$ cat config.mk
export PLATFORM = sky130hd
export DESIGN_NAME = instr_fetch
export DESIGN_NICKNAME = d
export VERILOG_FILES = /design/src/rtl/instr_fetch_pkg.sv /design/src/rtl/instr_fetch_hold_buf.sv /design/src/rtl/instr_fetch.sv
export SDC_FILE = /design/constraint.sdc
export NUM_CORES = 1
export LEC_CHECK = 0
export ABC_CLOCK_PERIOD_IN_PS = 14070
export CORE_AREA = 10 10 98 187
export DETAILED_ROUTE_END_ITERATION = 8
export DIE_AREA = 0 0 108 197
export PLACE_DENSITY = 0.7
export SYNTH_ARGS = -nofsm -noshare
export SYNTH_HDL_FRONTEND = slang
export SYNTH_SLANG_ARGS = --single-unit
$ cat constraint.sdc
create_clock -name clk -period 14.07 [get_ports clk]
set_clock_uncertainty 0.1 [all_clocks]
set_input_delay 2.814 -clock clk [delete_from_list [all_inputs] [get_ports clk]]
set_output_delay 2.814 -clock clk [all_outputs]
set_load 0.01 [all_outputs]
$ cat src/rtl/instr_fetch_pkg.sv
// Shared definitions for the instruction-fetch slice: RV32 major opcodes,
// the canonical NOP word and the fetch FSM state encoding.
package instr_fetch_pkg;

  localparam logic [6:0] OP_LOAD   = 7'b0000011;
  localparam logic [6:0] OP_STORE  = 7'b0100011;
  localparam logic [6:0] OP_BRANCH = 7'b1100011;
  localparam logic [6:0] OP_JALR   = 7'b1100111;
  localparam logic [6:0] OP_JAL    = 7'b1101111;
  localparam logic [6:0] OP_IMM    = 7'b0010011;
  localparam logic [6:0] OP_REG    = 7'b0110011;

  // addi x0, x0, 0
  localparam logic [31:0] NOP_INSTR = 32'h0000_0013;

  typedef enum logic [1:0] {
    S_REQ   = 2'd0,
    S_WAIT  = 2'd1,
    S_FULL  = 2'd2,
    S_DRAIN = 2'd3
  } fetch_state_e;

  // True for opcodes the downstream main_control decodes.
  function automatic logic is_known_opcode(input logic [6:0] op);
    return (op == OP_LOAD) || (op == OP_STORE) || (op == OP_BRANCH) ||
           (op == OP_JALR) || (op == OP_JAL)   || (op == OP_IMM)    ||
           (op == OP_REG);
  endfunction

endpackage

$ cat src/rtl/instr_fetch_hold_buf.sv
// if_hold_buf: one-entry instruction+PC skid buffer used when a fetch
// response arrives while the IF/ID register is still occupied.
module if_hold_buf
  import instr_fetch_pkg::*;
#(
  parameter int XLEN = 32
) (
  input  logic            clk,
  input  logic            reset,
  input  logic            i_load,
  input  logic            i_clear,
  input  logic [31:0]     i_instr,
  input  logic [XLEN-1:0] i_pc,
  output logic            o_valid,
  output logic [31:0]     o_instr,
  output logic [XLEN-1:0] o_pc
);

  logic            r_valid;
  logic [31:0]     r_instr;
  logic [XLEN-1:0] r_pc;

  // Occupancy flag; clear wins so a flush never leaves a stale entry behind.
  always_ff @(posedge clk) begin
    if (!reset)       r_valid <= 1'b0;
    else if (i_clear) r_valid <= 1'b0;
    else if (i_load)  r_valid <= 1'b1;
  end

  // Payload is captured on load only; the valid flag qualifies it.
  always_ff @(posedge clk) begin
    if (i_load) begin
      r_instr <= i_instr;
      r_pc    <= i_pc;
    end
  end

  assign o_valid = r_valid;
  assign o_instr = r_instr;
  assign o_pc    = r_pc;

endmodule

$ cat src/rtl/instr_fetch.sv
// instr_fetch: PC, single-outstanding instruction-memory requester and the
// IF/ID register with a valid/ready handshake towards decode.
// Optional build macro IF_MISALIGN_CHK_EN adds the fetch_misalign output and
// rejects redirect targets that are not word aligned.
module instr_fetch
  import instr_fetch_pkg::*;
#(
  parameter int              XLEN     = 32,
  parameter logic [XLEN-1:0] RESET_PC = '0
) (
  input  logic            clk,
  input  logic            reset,
  output logic            imem_req,
  output logic [XLEN-1:0] imem_addr,
  input  logic            imem_rvalid,
  input  logic [31:0]     imem_rdata,
  input  logic            redirect_valid,
  input  logic [XLEN-1:0] redirect_pc,
  input  logic            id_ready,
  output logic            id_valid,
  output logic [31:0]     id_instr,
  output logic [XLEN-1:0] id_pc,
  output logic [6:0]      id_opcode
`ifdef IF_MISALIGN_CHK_EN
  ,
  output logic            fetch_misalign
`endif
);

  fetch_state_e    r_state, w_state_nxt;
  logic [XLEN-1:0] r_pc;
  logic            r_id_valid;
  logic [31:0]     r_id_instr;
  logic [XLEN-1:0] r_id_pc;

  logic            w_redir;       // redirect that moves pc / state
  logic            w_flush;       // any redirect: old id_* contents are dead
  logic            w_slot_free;
  logic            w_xfer;
  logic            w_id_load_mem;
  logic            w_id_load_hb;
  logic            w_hb_load;
  logic            w_hb_clear;
  logic            w_pc_inc;
  logic            w_hb_valid;
  logic [31:0]     w_hb_instr;
  logic [XLEN-1:0] w_hb_pc;

`ifdef IF_MISALIGN_CHK_EN
  logic            r_misalign;
  logic            w_misalign;
  assign w_misalign     = redirect_valid && (redirect_pc[1:0] != 2'b00);
  assign w_redir        = redirect_valid && !w_misalign;
  assign fetch_misalign = r_misalign;
`else
  assign w_redir = redirect_valid;
`endif
  assign w_flush     = redirect_valid;
  assign w_xfer      = r_id_valid && id_ready;
  assign w_slot_free = !r_id_valid || id_ready || w_flush;

  // Next-state logic; a redirect outranks every other event in the cycle.
  always_comb begin
    w_state_nxt = r_state;
    case (r_state)
      S_REQ:   w_state_nxt = w_redir ? S_DRAIN : S_WAIT;
      S_WAIT: begin
        if (w_redir)          w_state_nxt = imem_rvalid ? S_REQ : S_DRAIN;
        else if (imem_rvalid) w_state_nxt = w_slot_free ? S_REQ : S_FULL;
      end
      S_FULL:  if (w_redir || w_slot_free) w_state_nxt = S_REQ;
      // The stale response retires the drain even if a newer redirect lands
      // in the same cycle; waiting on would wait for a response never sent.
      S_DRAIN: if (imem_rvalid) w_state_nxt = S_REQ;
      default: w_state_nxt = S_REQ;
    endcase
  end

  // Output and datapath-enable decode from the current state.
  always_comb begin
    imem_req      = reset && (r_state == S_REQ);
    w_id_load_mem = (r_state == S_WAIT) && imem_rvalid && !w_redir && w_slot_free;
    w_hb_load     = (r_state == S_WAIT) && imem_rvalid && !w_redir && !w_slot_free;
    w_id_load_hb  = (r_state == S_FULL) && w_hb_valid && !w_redir && w_slot_free;
    w_pc_inc      = w_id_load_mem || w_hb_load;
    w_hb_clear    = w_redir || w_id_load_hb;
  end

  // FSM state register.
  always_ff @(posedge clk) begin
    if (!reset) r_state <= S_REQ;
    else        r_state <= w_state_nxt;
  end

  // Program counter: redirect target, else advance once per captured word.
  always_ff @(posedge clk) begin
    if (!reset)        r_pc <= RESET_PC;
    else if (w_redir)  r_pc <= redirect_pc;
    else if (w_pc_inc) r_pc <= r_pc + XLEN'(4);
  end

  // IF/ID register: new word from memory or hold buffer, else drain on transfer/flush.
  always_ff @(posedge clk) begin
    if (!reset) begin
      r_id_valid <= 1'b0;
      r_id_instr <= NOP_INSTR;
      r_id_pc    <= '0;
    end else if (w_id_load_mem) begin
      r_id_valid <= 1'b1;
      r_id_instr <= imem_rdata;
      r_id_pc    <= r_pc;
    end else if (w_id_load_hb) begin
      r_id_valid <= 1'b1;
      r_id_instr <= w_hb_instr;
      r_id_pc    <= w_hb_pc;
    end else if (w_flush || w_xfer) begin
      r_id_valid <= 1'b0;
    end
  end

`ifdef IF_MISALIGN_CHK_EN
  // One-cycle pulse for each rejected (misaligned) redirect target.
  always_ff @(posedge clk) begin
    if (!reset) r_misalign <= 1'b0;
    else        r_misalign <= w_misalign;
  end
`endif

  if_hold_buf #(.XLEN(XLEN)) u_hold (
    .clk     (clk),
    .reset   (reset),
    .i_load  (w_hb_load),
    .i_clear (w_hb_clear),
    .i_instr (imem_rdata),
    .i_pc    (r_pc),
    .o_valid (w_hb_valid),
    .o_instr (w_hb_instr),
    .o_pc    (w_hb_pc)
  );

  assign imem_addr = r_pc;
  assign id_valid  = r_id_valid;
  assign id_instr  = r_id_instr;
  assign id_pc     = r_id_pc;
  assign id_opcode = r_id_instr[6:0];

endmodule

======== Yosys cells after proc, flatten, opt, wreduce, memory -nomap -nowiden ========
Index checks and enable logic that the tools add are counted.
cells by class
  shifts and indexed selects .............. 0
  equal/unequal tests ..................... 6
  bitwise logic cells ..................... 1
  $add $sub $neg .......................... 1
  reductions and logical operators ........ 24
  multipliers ............................. 0
  magnitude comparators ................... 0
  divide/modulo/power cells ............... 0
  mux-type cells .......................... 17
operators with widths
  operator                                              count
  two-way mux 32 bit                                    6
  adder 32 x 3 -> 32 bit (second input constant)        1
  two-way mux 2 bit                                     7
  logical AND 1 bit                                     9
  one-hot mux 2 bit (4 select lines)                    1
  logical OR 1 bit                                      6
  equality test 2 bit (second input constant)           2
  != test 2 bit (second input constant)                 2
  nonzero test 2 bit                                    2
  zero test 1 bit                                       3
  two-way mux 1 bit                                     3
  != test 3 bit (second input constant)                 1
  AND reduction 3 bit                                   1
  nonzero test 3 bit                                    1
  equality test 2 x 1 -> 1 bit (second input constant)  1
  zero test 2 bit                                       1
  OR reduction 2 bit                                    1
  NOT 1 bit                                             1
word-level totals
  flip-flop bits (word level) ............. 164
  bits in latches ......................... 0
  memory bits (writable) .................. 0
  memories ................................ 0
  bits of input ports ..................... 69
  bits in read-only memories .............. 0

======== Longest topological paths before layout ========
  depth after elaboration ................. 8
  mapped depth ............................ 7
  mapped depth without buffers ............ 5

======== Modules after synthesis ========
A second synthesis with hierarchy kept.
second synthesis, totals
  cell total of the unflattened synthesis .. 611
  area total of the unflattened synthesis .. 6777.8 µm²
modules (own cells, without submodules)
  module       cells an instance  area each (µm²)  instances
  instr_fetch  544                4819.6           1
  if_hold_buf  67                 1958.1           1

======== Worst setup path before layout ========
OpenSTA, ideal clock, no wires.
  path type ............................... input to register
  from .................................... input redirect_valid
  to ...................................... register u_hold.r_instr[0] (netlist: u_hold.o_instr[0]), enable pin
  setup time .............................. 0.567 ns
  slack ................................... 5.735 ns
  data required time ...................... 13.403 ns
  cell stages on the path ................. 3
  arrival time ............................ 7.668 ns
  cell sequence ........................... clkbuf_1 clkbuf_1 nor3_1
between the ends
  longest elaborated chain between the ends .. 3
  elaborated cells between the ends (all ways) .. 5
  classes of those cells .................. reduce/logical: 5
RTL lines
  element                                               RTL line                              source
  start: declaration                                    instr_fetch.sv:17                     input logic redirect_valid,
  zero test 1 bit or logical OR 1 bit (tied branches)   instr_fetch.sv:83, instr_fetch.sv:60
  logical AND 1 bit or zero test 1 bit (tied branches)  instr_fetch.sv:83                     w_hb_load = (r_state == S_WAIT) && imem_rvalid && !w_redir && !w_slot_free;
  logical AND 1 bit (*)                                 instr_fetch.sv:83
  named net u_hold.i_load                               instr_fetch_hold_buf.sv:10            input logic i_load,
  end signal: assignment                                instr_fetch_hold_buf.sv:33            r_instr <= i_instr;
  end: declaration                                      instr_fetch_hold_buf.sv:20            logic [31:0] r_instr;
Mark *: on every way through the listed nets, which the timed path passes. The rest lies on a longest branch.
A chain may end at the register's enable or synchronous reset.

======== Worst setup path in the final report ========
  from .................................... input reset
  to ...................................... output imem_req
between the ends
  longest elaborated chain between the ends .. 1
RTL lines
  element             RTL line           source
  start: declaration  instr_fetch.sv:12  input logic reset,
  logical AND 1 bit   instr_fetch.sv:81  imem_req = reset && (r_state == S_REQ);
  end: declaration    instr_fetch.sv:13  output logic imem_req,
No other way between the ends.

==> flow_summary.json <==
{
  "status": "complete, no violations",
  "power_frac_comb_pct": 10.0,
  "cts_tree": "built",
  "grt_util_met2_pct": 34.48,
  "setup_viol": 0,
  "critical_path_class": "in2out",
  "min_delay_path_depth": 2,
  "grt_use_total_pct": 19.30,
  "post_cts_buffers": 0,
  "layout.nets": 895,
  "synth_largest_area_cell": "dfxtp_1",
  "synth_nets": 750,
  "reg2reg_from": "r_state[1]",
  "synth_edf_count": 64,
  "cts_made_buffers": 17,
  "cts_hold_buf": 0,
  "drc": 0,
  "cp-start-kind": "input pin",
  "min_to": "id_pc[31]",
  "hold_viol_final": 0,
  "slew_headroom_pct": 17.28,
  "grt_max_degree": 97,
  "synth_ff_type": "dfxtp_1",
  "finalWirelength_mm": 20.70,
  "fp.coreArea_um2": 15290,
  "r2r_end": "id_instr[6]",
  "antenna_cells": 0,
  "min_from": "id_pc[31]",
  "portBuffers": 173,
  "antenna_found_initial": 0,
  "wl_per_cell_um": 19.98,
  "cp.arrival_ps": 4400,
  "synth_top_cell_area_share_pct": 29.65,
  "async_flop_share_pct": 0,
  "clock_path_buffers": 2,
  "ys_warn_count": 0,
  "worstMarginPinSlew_ps": 1231,
  "viasPerCell": 5.711,
  "synth-seq-cells": 164,
  "yosysSeqAreaShare_pct": 58.12,
  "final_cell_mix": "clkdlybuf4s50_1 (173), nand2_1 (136), dfxtp_1 (100)",
  "final_max_slew_viol_count": 0,
  "critPathRequiredTime_ps": 11160,
  "rrSetupSlack_ps": 11130,
  "maxCapViolations": 0,
  "first_iter_violations": 436,
  "io_pins": 174,
  "area_growth_pct": 35.49,
  "path_clk_slew_ps": 60,
  "dieArea_um2": 21280,
  "vias": 5917,
  "die_y_um": 197,
  "cts_resized": 0,
  "synthTopCellsByArea": "dfxtp_1 (30%), edfxtp_1 (28%), a311oi_1 (8.4%)",
  "power.density_nw_per_um2": 118.5,
  "drtAntennaViolNets": 0,
  "crit_path_end_kind": "primary output",
  "grt_use_met3_pct": 4.379,
  "crit_fanout": 32,
  "n_fill_cell": 1291,
  "hpwl_mm": 14.16,
  "layout-drive-gt1-share_pct": 5.967,
  "syn-cell-area_um2": 6751,
  "core.rowCount": 64,
  "synthCells": 680,
  "internal_power_w": 0.0008198,
  "clock_sink_count": 164,
  "post-route-period-util_pct": 51.97,
  "peakVddDrop_mv": 0.08024,
  "p_seq_share_pct": 49.0,
  "die_w_um": 108,
  "grt_use_met1_pct": 21.58,
  "final_common_cell": "clkdlybuf4s50_1",
  "p_leak_nw": 2.972,
  "period_needed_ps": 7312,
  "rsz0062_at_grt": "no",
  "clk_latency_ps": 420,
  "finalPower_w": 0.001084,
  "switchingPower_w": 0.0002642,
  "first_pass_iters": 4,
  "start_util_pct": 44.14,
  "ys_types": 48,
  "fmax_ghz": 0.1368,
  "grt_overflow": 0,
  "clockRootBuffer": "clkbuf_16",
  "htreeDepth": 4,
  "place.gp.congestion": 0.8370,
  "p_sw_share_pct": 24.38,
  "r2r_cells": 5,
  "syn_avg_cell_area_um2": 9.929,
  "tns_ps": 0,
  "grt_pass1_vias": 5975,
  "clkPwrFrac_pct": 41.0,
  "grt_pass1_wl_mm": 32.73,
  "hp-class": "reg2reg",
  "globalRoute.busiestLayer": "met2"
}
kinds of logic (layout without fill, tap and decap cells):
family | after synthesis | count (layout) | synth area share (%)
AO/OA/AOI/OAI | 140 | 140 | 15.18
XOR/XNOR | 10 | 10 | 1.297
adder cells (fa/ha/maj) | 1 | 1 | 0.1853
buffers and inverters | 62 | 220 | 3.929
flip-flops | 164 | 164 | 58.12
multiplexers | 4 | 4 | 0.5931
AND/OR/NAND/NOR | 299 | 299 | 20.70
synth_stat cells (2+ instances only):
cell type  instances
or4_1              5
a311oi_1          65
clkbuf_1          43
o21ai_0           30
o2111a_1           2
a21oi_1           14
or3_1              8
nand2b_1           2
nor2b_1            5
dfxtp_1          100
buf_4              7
nor4_1             7
nor3b_1            3
nand4_1           12
xor2_1             2
edfxtp_1          64
nor2_1            79
o31a_1             2
inv_1              5
nand4b_1           3
o211ai_1           2
mux2i_1            4
a31oi_1            7
o31ai_1            3
xnor2_1            8
buf_2              5
nand3_1            8
a22oi_1            3
nor3_1            14
a211oi_1           9
nand2_1          136
and4_1             7
final cells by class:
type	instances	area [um^2]	area share, %
Sequential cell	164	3924	42.89
Multi-Input combinational cell	454	2587	28.29
Timing Repair Buffer	181	1792	19.59
Clock buffer	19	442.9	4.842
Tap cell	198	247.7	2.708
Clock inverter	13	127.6	1.395
Inverter	7	26.28	0.2872
state kept, by name, indices dropped and copies added, names as in the netlist:
name            cells
id_instr           32
id_pc              32
id_valid            1
imem_addr          32
r_state             2
u_hold.o_instr     32
u_hold.o_pc        32
u_hold.o_valid      1
power by group through the flow:
| stage | combinational (W) | sequential [W] | clock (W) |
|---|---|---|---|
| after global routing | 0.000118 | 0.000533 | 0.000471 |
| after CTS | 0.000110 | 0.000531 | 0.000453 |
| after floorplan | 0.0000397 | 0.000541 | 0 |
| after global placement | 0.000106 | 0.000540 | 0 |
| final | 0.000109 | 0.000531 | 0.000445 |
| after detailed placement | 0.000109 | 0.000541 | 0 |
worst max-delay path by stage:
stage                         startpoint                end  slack (ps)  cells past startpoint
after floorplan           redirect_valid  u_hold.o_instr[0]        5740                      3
after global placement             reset           imem_req        6750                      5
after detailed placement           reset           imem_req        6770                      5
after CTS                          reset           imem_req        6770                      5
after global routing               reset           imem_req        6670                      5
final                              reset           imem_req        6760                      5
stage by stage:
stage	hold slack (ps)	cell area [um^2]	setup slack, ps	instances	utilization, %
2_1_floorplan	392.2	6751	5735	680	-
3_3_place_gp	355.4	8577	6747	1004	56.08
3_5_place_dp	361.3	8577	6773	1004	56.08
4_1_cts	370.1	9148	6771	1036	59.81
5_1_grt	403.7	9148	6675	1036	59.81
6_report	372.5	9148	6758	1036	59.81
per-layer routing:
metal	share of wire, %	vias up
met1	39	2912
met4	1.2	0
li1	-	2793
met3	6.0	15
met5	0	-
met2	54	197
critical path: stages:
cell and delay [ps]:
clkdlybuf4s50_1 450, buf_4 300, inv_2 60, nor3_1 140, clkdlybuf4s50_1 620
Note: power is estimated with default switching activity, not from simulation.
